<file path="src/rtl/alu_key_ctrl_if.sv">
// Bundle between the key controller and the board: raw keys, switches,
// the ALU result coming back, and the operand/status lines going out.
interface alu_key_ctrl_if #(
    parameter int WIDTH = 16
);
    logic             key_inc_n;
    logic             key_dec_n;
    logic             key_load_n;
    logic [WIDTH-1:0] sw;
    logic [WIDTH-1:0] lamps;
    logic             opcode;
    logic [WIDTH-1:0] accum;
    logic             busy;
    logic             err;

    // Board / ALU side: drives keys, switches and the ALU result.
    modport master (
        output key_inc_n,
        output key_dec_n,
        output key_load_n,
        output sw,
        output lamps,
        input  opcode,
        input  accum,
        input  busy,
        input  err
    );

    // Controller side.
    modport slave (
        input  key_inc_n,
        input  key_dec_n,
        input  key_load_n,
        input  sw,
        input  lamps,
        output opcode,
        output accum,
        output busy,
        output err
    );
endinterface

</file>
<file path="src/rtl/alu_key_ctrl.sv">
// Push-button front end for the board ALU: sync, debounce and edge-detect three keys,
// then run one closed-loop ALU operation per press. Optional macro: ALU_KEY_CTRL_SAT_EN.
module alu_key_ctrl #(
    parameter int WIDTH           = 16,
    parameter int DEBOUNCE_CYCLES = 4
) (
    input  logic         clk,
    input  logic         rst,
    alu_key_ctrl_if.slave bus
);
    localparam int CW       = $clog2(DEBOUNCE_CYCLES + 1);
    localparam int NKEYS    = 3;
    localparam int KEY_INC  = 0;
    localparam int KEY_DEC  = 1;
    localparam int KEY_LOAD = 2;
    localparam logic [CW-1:0] CNT_LAST = CW'(DEBOUNCE_CYCLES - 1);

    typedef enum logic [1:0] {
        IDLE    = 2'd0,
        ISSUE   = 2'd1,
        CAPTURE = 2'd2,
        RELEASE = 2'd3
    } state_t;

    // Key levels are active-low: a 1 everywhere in this pipeline means released.
    logic [NKEYS-1:0] sync1_q, sync1_d;
    logic [NKEYS-1:0] sync2_q, sync2_d;
    logic [NKEYS-1:0] deb_q, deb_d;
    logic [NKEYS-1:0] deb_dly_q, deb_dly_d;
    logic [CW-1:0]    cnt_q [NKEYS];
    logic [CW-1:0]    cnt_d [NKEYS];
    logic [NKEYS-1:0] press_s;

    state_t           state_q, state_d;
    logic             opcode_q, opcode_d;
    logic [WIDTH-1:0] accum_q, accum_d;
    logic             busy_q, busy_d;
    logic             err_q, err_d;

    // Synchronizer and debounce next-state for all three keys.
    always_comb begin
        sync1_d   = {bus.key_load_n, bus.key_dec_n, bus.key_inc_n};
        sync2_d   = sync1_q;
        deb_d     = deb_q;
        deb_dly_d = deb_q;
        for (int i = 0; i < NKEYS; i++) begin
            cnt_d[i] = '0;
            if (sync2_q[i] != deb_q[i]) begin
                if (cnt_q[i] == CNT_LAST) begin
                    deb_d[i] = sync2_q[i];
                    cnt_d[i] = '0;
                end else begin
                    cnt_d[i] = cnt_q[i] + CW'(1);
                end
            end else begin
                cnt_d[i] = '0;
            end
        end
    end

    // One-cycle pulse on a debounced released -> pressed transition.
    always_comb begin
        press_s = deb_dly_q & ~deb_q;
    end

    // Conditioning pipeline registers.
    always_ff @(posedge clk) begin
        if (rst) begin
            sync1_q   <= {NKEYS{1'b1}};
            sync2_q   <= {NKEYS{1'b1}};
            deb_q     <= {NKEYS{1'b1}};
            deb_dly_q <= {NKEYS{1'b1}};
            for (int i = 0; i < NKEYS; i++) begin
                cnt_q[i] <= '0;
            end
        end else begin
            sync1_q   <= sync1_d;
            sync2_q   <= sync2_d;
            deb_q     <= deb_d;
            deb_dly_q <= deb_dly_d;
            for (int i = 0; i < NKEYS; i++) begin
                cnt_q[i] <= cnt_d[i];
            end
        end
    end

    // Operation FSM: decode in IDLE, hold operands for the ALU, capture, wait for release.
    always_comb begin
        state_d  = state_q;
        opcode_d = opcode_q;
        accum_d  = accum_q;
        err_d    = err_q;
        case (state_q)
            IDLE: begin
                if (press_s[KEY_LOAD]) begin
                    accum_d = bus.sw;
                    err_d   = 1'b0;
                    state_d = RELEASE;
                end else if (press_s[KEY_INC] && press_s[KEY_DEC]) begin
                    state_d = RELEASE;
                end else if (press_s[KEY_INC]) begin
`ifdef ALU_KEY_CTRL_SAT_EN
                    if (&accum_q) begin
                        err_d   = 1'b1;
                        state_d = RELEASE;
                    end else begin
                        opcode_d = 1'b0;
                        err_d    = 1'b0;
                        state_d  = ISSUE;
                    end
`else
                    opcode_d = 1'b0;
                    state_d  = ISSUE;
`endif
                end else if (press_s[KEY_DEC]) begin
`ifdef ALU_KEY_CTRL_SAT_EN
                    if (accum_q == {WIDTH{1'b0}}) begin
                        err_d   = 1'b1;
                        state_d = RELEASE;
                    end else begin
                        opcode_d = 1'b1;
                        err_d    = 1'b0;
                        state_d  = ISSUE;
                    end
`else
                    opcode_d = 1'b1;
                    state_d  = ISSUE;
`endif
                end else begin
                    state_d = IDLE;
                end
            end
            ISSUE: begin
                state_d = CAPTURE;
            end
            CAPTURE: begin
                accum_d = bus.lamps;
                state_d = RELEASE;
            end
            RELEASE: begin
                if (&deb_q) begin
                    state_d = IDLE;
                end else begin
                    state_d = RELEASE;
                end
            end
            default: begin
                state_d = IDLE;
            end
        endcase
    end

    // busy is computed from next-state values so the flop tracks the live condition.
    always_comb begin
        busy_d = (state_d != IDLE) || (deb_d != {NKEYS{1'b1}});
    end

    // FSM and output registers; reset aborts any operation in flight.
    always_ff @(posedge clk) begin
        if (rst) begin
            state_q  <= IDLE;
            opcode_q <= 1'b0;
            accum_q  <= {WIDTH{1'b0}};
            busy_q   <= 1'b0;
            err_q    <= 1'b0;
        end else begin
            state_q  <= state_d;
            opcode_q <= opcode_d;
            accum_q  <= accum_d;
            busy_q   <= busy_d;
            err_q    <= err_d;
        end
    end

    assign bus.opcode = opcode_q;
    assign bus.accum  = accum_q;
    assign bus.busy   = busy_q;
    assign bus.err    = err_q;

endmodule

</file>
<file path="src/flat_wrapper.sv">
// flat-port wrapper written by rule: the top's interface ports become plain ports
module alu_key_ctrl_flat 
#(
    parameter int WIDTH           = 16,
    parameter int DEBOUNCE_CYCLES = 4
)
  (clk, rst, bus_key_inc_n, bus_key_dec_n, bus_key_load_n, bus_sw, bus_lamps, bus_opcode, bus_accum, bus_busy, bus_err);
  alu_key_ctrl_if #(.WIDTH(WIDTH)) bus_i ();
  input  logic clk;
  input  logic rst;
  input wire logic [$bits(bus_i.key_inc_n)-1:0] bus_key_inc_n;
  input wire logic [$bits(bus_i.key_dec_n)-1:0] bus_key_dec_n;
  input wire logic [$bits(bus_i.key_load_n)-1:0] bus_key_load_n;
  input wire logic [$bits(bus_i.sw)-1:0] bus_sw;
  input wire logic [$bits(bus_i.lamps)-1:0] bus_lamps;
  output wire logic [$bits(bus_i.opcode)-1:0] bus_opcode;
  output wire logic [$bits(bus_i.accum)-1:0] bus_accum;
  output wire logic [$bits(bus_i.busy)-1:0] bus_busy;
  output wire logic [$bits(bus_i.err)-1:0] bus_err;
  assign bus_i.key_inc_n = bus_key_inc_n;
  assign bus_i.key_dec_n = bus_key_dec_n;
  assign bus_i.key_load_n = bus_key_load_n;
  assign bus_i.sw = bus_sw;
  assign bus_i.lamps = bus_lamps;
  assign bus_opcode = bus_i.opcode;
  assign bus_accum = bus_i.accum;
  assign bus_busy = bus_i.busy;
  assign bus_err = bus_i.err;
  alu_key_ctrl #(.WIDTH(WIDTH), .DEBOUNCE_CYCLES(DEBOUNCE_CYCLES)) u_core (.clk(clk), .rst(rst), .bus(bus_i));
endmodule
</file>
<file path="config.mk">
export PLATFORM = sky130hd
export DESIGN_NAME = alu_key_ctrl_flat
export DESIGN_NICKNAME = d
export VERILOG_FILES = /design/src/rtl/alu_key_ctrl_if.sv /design/src/rtl/alu_key_ctrl.sv /design/src/flat_wrapper.sv
export SDC_FILE = /design/constraint.sdc
export NUM_CORES = 1
export LEC_CHECK = 0
export BUFFER_PORTS_ARGS = -buffer_cell sky130_fd_sc_hd__buf_2
export CORE_AREA = 2 2 78 80
export CTS_CLUSTER_DIAMETER = 60
export DETAILED_ROUTE_END_ITERATION = 8
export DIE_AREA = 0 0 80 82
export HOLD_SLACK_MARGIN = 0.03
export PLACE_DENSITY_LB_ADDON = 0.08
export SYNTH_ARGS = -nofsm -noshare
export SYNTH_HDL_FRONTEND = slang
export SYNTH_SLANG_ARGS = --single-unit
</file>
<file path="constraint.sdc">
create_clock -name clk -period 2.1 [get_ports clk]
set_input_delay 0.315 -clock clk [delete_from_list [all_inputs] [get_ports clk]]
set_output_delay 0.315 -clock clk [all_outputs]
set_load 0.03 [all_outputs]
</file>
# ---- After elaboration in Yosys (flattened, before gate mapping)
# Memory sizes are Yosys's and may differ from the RTL's.
# Cells that the tools add are included.
dict set report word_totals {
  reg_bits 32
  ram_bits 9
  out_inout_bits 19
  wordCells 67
  n_memories 1
}
dict set report classes {
  add_sub_neg 3
  eq_ne 11
  mux 28
  bitwise_logic 7
  n_reduce_logical 9
}
# name words word_bits rd rd_clocked_by_memory_dff wr line_no
set memory_table {}
lappend memory_table {u_core.cnt_q 3 3 3 0 3 alu_key_ctrl.sv:30} ;# logic [CW-1:0] cnt_q [NKEYS];
# op count
set ops {}
lappend ops {{one-hot mux 16 bit (2 select lines)} 1}
lappend ops {{two-way mux 3 bit} 9}
lappend ops {{two-way mux 16 bit} 1}
lappend ops {{two-way mux 1 bit} 12}
lappend ops {{adder 3 x 1 -> 3 bit (second input constant)} 3}
lappend ops {{equality test 3 x 2 -> 1 bit (second input constant)} 3}
lappend ops {{two-way mux 2 bit} 4}
lappend ops {{one-hot mux 2 bit (4 select lines)} 1}
lappend ops {{nonzero test 2 bit} 3}
lappend ops {{equality test 2 bit (second input constant)} 2}
lappend ops {{AND reduction 4 bit} 1}
lappend ops {{bitwise AND 3 bit} 1}
lappend ops {{inequality test 1 bit} 3}
lappend ops {{inequality test 3 bit (second input constant)} 1}
lappend ops {{inverter 3 bit} 1}
lappend ops {{bitwise OR 1 bit} 3}
lappend ops {{AND reduction 3 bit} 1}
lappend ops {{equality test 2 x 1 -> 1 bit (second input constant)} 1}
lappend ops {{zero test 2 bit} 1}
lappend ops {{inequality test 2 x 1 -> 1 bit (second input constant)} 1}
lappend ops {{inverter 1 bit} 2}
lappend ops {{AND reduction 2 bit} 1}
lappend ops {{logical AND 1 bit} 1}
lappend ops {{logical OR 1 bit} 1}

# ---- Longest topological paths before layout
dict set report logic_depth {
  ltp_word 9
  ltp_mapped 5
}

# ---- Worst setup path before layout
# No wires, ideal clock.
dict set report synth_path {
  path_kind {flip-flop to flip-flop}
  start {mem u_core.cnt_q[0][0] in the netlist's numbering}
  end {mem u_core.cnt_q[0][0] in the netlist's numbering}
  setup_ns 0.065
  arrival_ns 1.141
  required_ns 2.035
  path_slack_ns 0.894
  path_stages_with_launch 5
  n_path_buf 0
  period_less_slack_ns 1.206
  cell_sequence {dfxtp_1 -> ha_1 -> ha_1 -> or3_1 -> nor2_1}
}
# item line_no
set synth_lines {}
lappend synth_lines {{start: declaration} alu_key_ctrl.sv:30}

# ---- Worst setup path in the final report
dict set report layout_path {
  start {reg u_core.deb_q[2] (netlist: u_core.deb_dly_d[2])}
  end {reg u_core.accum_q[11] (netlist: u_core.bus.accum[11])}
}
dict set report layout_between {
  elab_chain_cells 4
}
# item line_no
set layout_lines {}
lappend layout_lines {{start: declaration} alu_key_ctrl.sv:28} ;# logic [NKEYS-1:0] deb_q, deb_d;
lappend layout_lines {{start signal: assignment} alu_key_ctrl.sv:71} ;# deb_q <= {NKEYS{1'b1}};
lappend layout_lines {{inverter 3 bit} alu_key_ctrl.sv:63} ;# press_s = deb_dly_q & ~deb_q;
lappend layout_lines {{bitwise AND 3 bit} alu_key_ctrl.sv:63}
lappend layout_lines {{inequality test 2 x 1 -> 1 bit (no source line)} n/a}
lappend layout_lines {{AND reduction 2 bit (no source line)} n/a}
lappend layout_lines {{end signal: assignment} alu_key_ctrl.sv:163} ;# accum_q <= {WIDTH{1'b0}};
lappend layout_lines {{end signal: assignment} alu_key_ctrl.sv:169} ;# accum_q <= accum_d;
lappend layout_lines {{end: declaration} alu_key_ctrl.sv:36} ;# logic [WIDTH-1:0] accum_q, accum_d;
# No other way between the ends.
# A chain may end at the register's enable or synchronous reset.

==> flow_summary.yaml <==
pwr:
  power.total_uw: 1510
  power.density_nw_per_um2: 719
  peakVddDrop_v: 0.000313
  p_leak_uw: 0.000838
die:
  placementRows: 28
  core-area_um2: 5750
  die_w_um: 80
  die_area_um2: 6560
  ioPinCount: 56
  start_util_pct: 29.0
  dieHeight_um: 82
clock_network:
  cts_setup_buffers: 0
  cts_resized: 0
  clock_latency_ps: 290
  cts_tree: "built"
  cts_root_buf: "clkbuf_8"
  path_clk_slew_ps: 80
  clkSinkCount: 41
  postCtsHoldBufs: 0
  clk_path_buf_depth: 2
  numCtsBuffers: 5
  htree_levels: 2
placement:
  place_hpwl_um: 2340
  preCtsSetupSlack_ps: 600
  portBuffers: 54
  gp_congestion: 0.662
  dp.cells: 282
  placed_area_um2: 1970
yosys:
  synth_fp_nets: 204
  synth_top_area_cell: "dfxtp_1"
  synth_most_common_cell: "dfxtp_1"
  synth_top_area_share_pct: 49.3
  synth_area_um2: 1660
  yosysWarningCount: 0
  netlist_instances: 161
  synth.avg_cell_area_um2: 10.3
  synth_cell_types: 27
  yosysSeqAreaShare_pct: 49.3
  ys.flop_type: "dfxtp_1"
  synth_area_leaders: "dfxtp_1 49%, mux2i_1 11%, nor2_1 6.5%"
  synthArstFlopShare_pct: 0
  synth_edf_count: 0
  ys_ff_latch: 41
  synthTopCellsByCount: "41 x dfxtp_1, 29 x nor2_1, 19 x mux2i_1, 14 x a211oi_1, 9 x or2_2"
worst_setup_path:
  r2r_start: "u_core.deb_dly_d[2]$_SDFF_PP1_"
  crit_chain: "nand2b_4 > a21oi_4 > buf_4 > nor2_1 > a211oi_1"
  cp.arrival_ps: 1720
  cp.buffers_inverters: 1
  critPathTopFamily: "compound AO/OA/AOI/OAI gates"
  critPathLaunchType: "register"
  r2r_end: "u_core.bus.accum[11]$_SDFFE_PP0P_"
  worstSetupPathType: "reg2reg"
  r2r_setup_slack_ps: 580
  worstPathMaxFanout: 20
  slowest_delay_ps: 350
  reg2reg_depth: 5
  setup.worst_path.end_class: "register"
  cp.required_ps: 2300
  cp_slowest_cell: "dfxtp_1"
timing:
  fin_setup_tns_ps: 0
  worst-slew-pin-transition_ps: 597
  setup-violations-final: 0
  slew_headroom_pct: 60.2
  rsz0062_at_grt: "no"
  fin_skew_ps: 9.10
  slew_violations: 0
  fmax_mhz: 658
  fin_ws_ps: 579
  min_period_ps: 1520
  hold_violations: 0
  finalCritPeriodShare_pct: 72.4
worst_hold_path:
  min_from: "bus_key_dec_n"
  hold_end: "u_core.sync1_q[1]$_SDFF_PP1_"
  hp-class: "in2reg"
  hold_path_depth: 2
job:
  maxCapViolations: 0
global_routing:
  grt_overflow: 0
  antenna_found_initial: 0
  grt_pass1_wl_um: 4840
  grt_max_degree: 36
  grt_usage_pct: 9.87
  grt_pass1_vias: 1092
drt:
  wl_per_cell_um: 10.9
  finalWirelength_um: 3170
  routed_via_density: 4.31
  drtAntennaViolNets: 0
  dr.pass1.iters: 2
  vias: 1251
  drcViolationCount: 0
  drt_iter0_drc: 10
final_layout:
  design_area_um2: 2090
  nets: 257
  drive_gt1_share_pct: 36.3
  area_growth_pct: 25.8
  antenna_cells: 0
  final_cells: 290
outcome:
  status: "completed"
final cells by class:
class / instances / area, um^2
inverters: 7 / 26.3
clock buffers: 6 / 82.6
flip-flops and latches: 41 / 821
fillers: 613 / 3650
repair buffers: 55 / 278
well taps: 75 / 93.8
multi-input cells: 104 / 754
clock inverters: 2 / 37.5
worst max-delay path by stage:
stage / startpoint / endpoint / slack [ps] / cells past startpoint
finish: u_core.deb_dly_d[2]$_SDFF_PP1_ / u_core.bus.accum[11]$_SDFFE_PP0P_ / 580 / 5
global route: u_core.deb_dly_d[2]$_SDFF_PP1_ / u_core.bus.accum[9]$_SDFFE_PP0P_ / 420 / 5
CTS: u_core.deb_dly_d[2]$_SDFF_PP1_ / u_core.bus.accum[15]$_SDFFE_PP0P_ / 580 / 5
detailed placement: u_core.deb_dly_d[2]$_SDFF_PP1_ / u_core.bus.accum[15]$_SDFFE_PP0P_ / 600 / 5
global placement: u_core.deb_dly_d[2]$_SDFF_PP1_ / u_core.bus.accum[13]$_SDFFE_PP0P_ / 660 / 5
floorplan: u_core.cnt_q[0][0]$_SDFF_PP0_ / u_core.cnt_q[0][0]$_SDFF_PP0_ / 890 / 4
logic make-up (layout without fill, tap and decap cells):
group / Yosys count / count (layout) / synth area share, %
buf+inv: 16 / 70 / 5.34
compound gates: 24 / 24 / 11.5
fa+ha+maj: 6 / 6 / 4.51
flops: 41 / 41 / 49.3
xor+xnor: 3 / 3 / 1.58
simple gates: 51 / 51 / 16.1
mux: 19 / 19 / 11.4
other cells: 1 / 1 / 0.225
sequential cells by signal, indices dropped and copies added (netlist names):
signal / flops
u_core.bus.accum: 16
u_core.cnt_q: 9
u_core.deb_dly_d: 3
u_core.deb_dly_q: 3
u_core.sync1_q: 3
u_core.sync2_q: 3
u_core.state_q: 2
u_core.bus.busy: 1
u_core.bus.opcode: 1
layout by cell type (no fill, tap or decap):
cell type	instances
a31oi_1	3
a21oi_4	1
nor2_8	1
buf_4	1
o211ai_1	1
dfxtp_1	41
clkbuf_8	6
inv_2	1
bufinv_16	1
or3_1	3
o21ai_0	2
xnor2_1	3
a211oi_1	14
nor2_1	29
buf_2	54
nor3_1	1
a2bb2oi_1	1
mux2i_1	19
ha_1	6
or2_2	9
conb_1	1
inv_1	6
nand2b_1	5
a211oi_2	2
nand2b_4	1
nand4_1	1
nand3b_1	1
clkinvlp_4	1
power breakdown:
group | internal, uW | switching [uW]
Sequential | 784 | 2.74
Clock | 386 | 266
Combinational | 36.8 | 29.5
metrics by stage:
| step | utilization (%) | hold slack (ps) |
|---|---|---|
| 3_5_place_dp | 34.3 | 393 |
| 4_1_cts | 36.4 | 183 |
| 6_report | 36.4 | 198 |
| 3_3_place_gp | 34.3 | 394 |
| 2_1_floorplan | - | 389 |
| 5_1_grt | 36.4 | 181 |
routing by layer:
layer / up-vias / global-route usage [%] / wire [um]
met5: - / 0 / 0
met4: 0 / 5.08 / 46
met3: 4 / 3.85 / 247
met2: 37 / 16.7 / 1510
met1: 557 / 10.8 / 1370
li1: 653 / - / -
No activity file was read; power rests on OpenSTA's default activity.
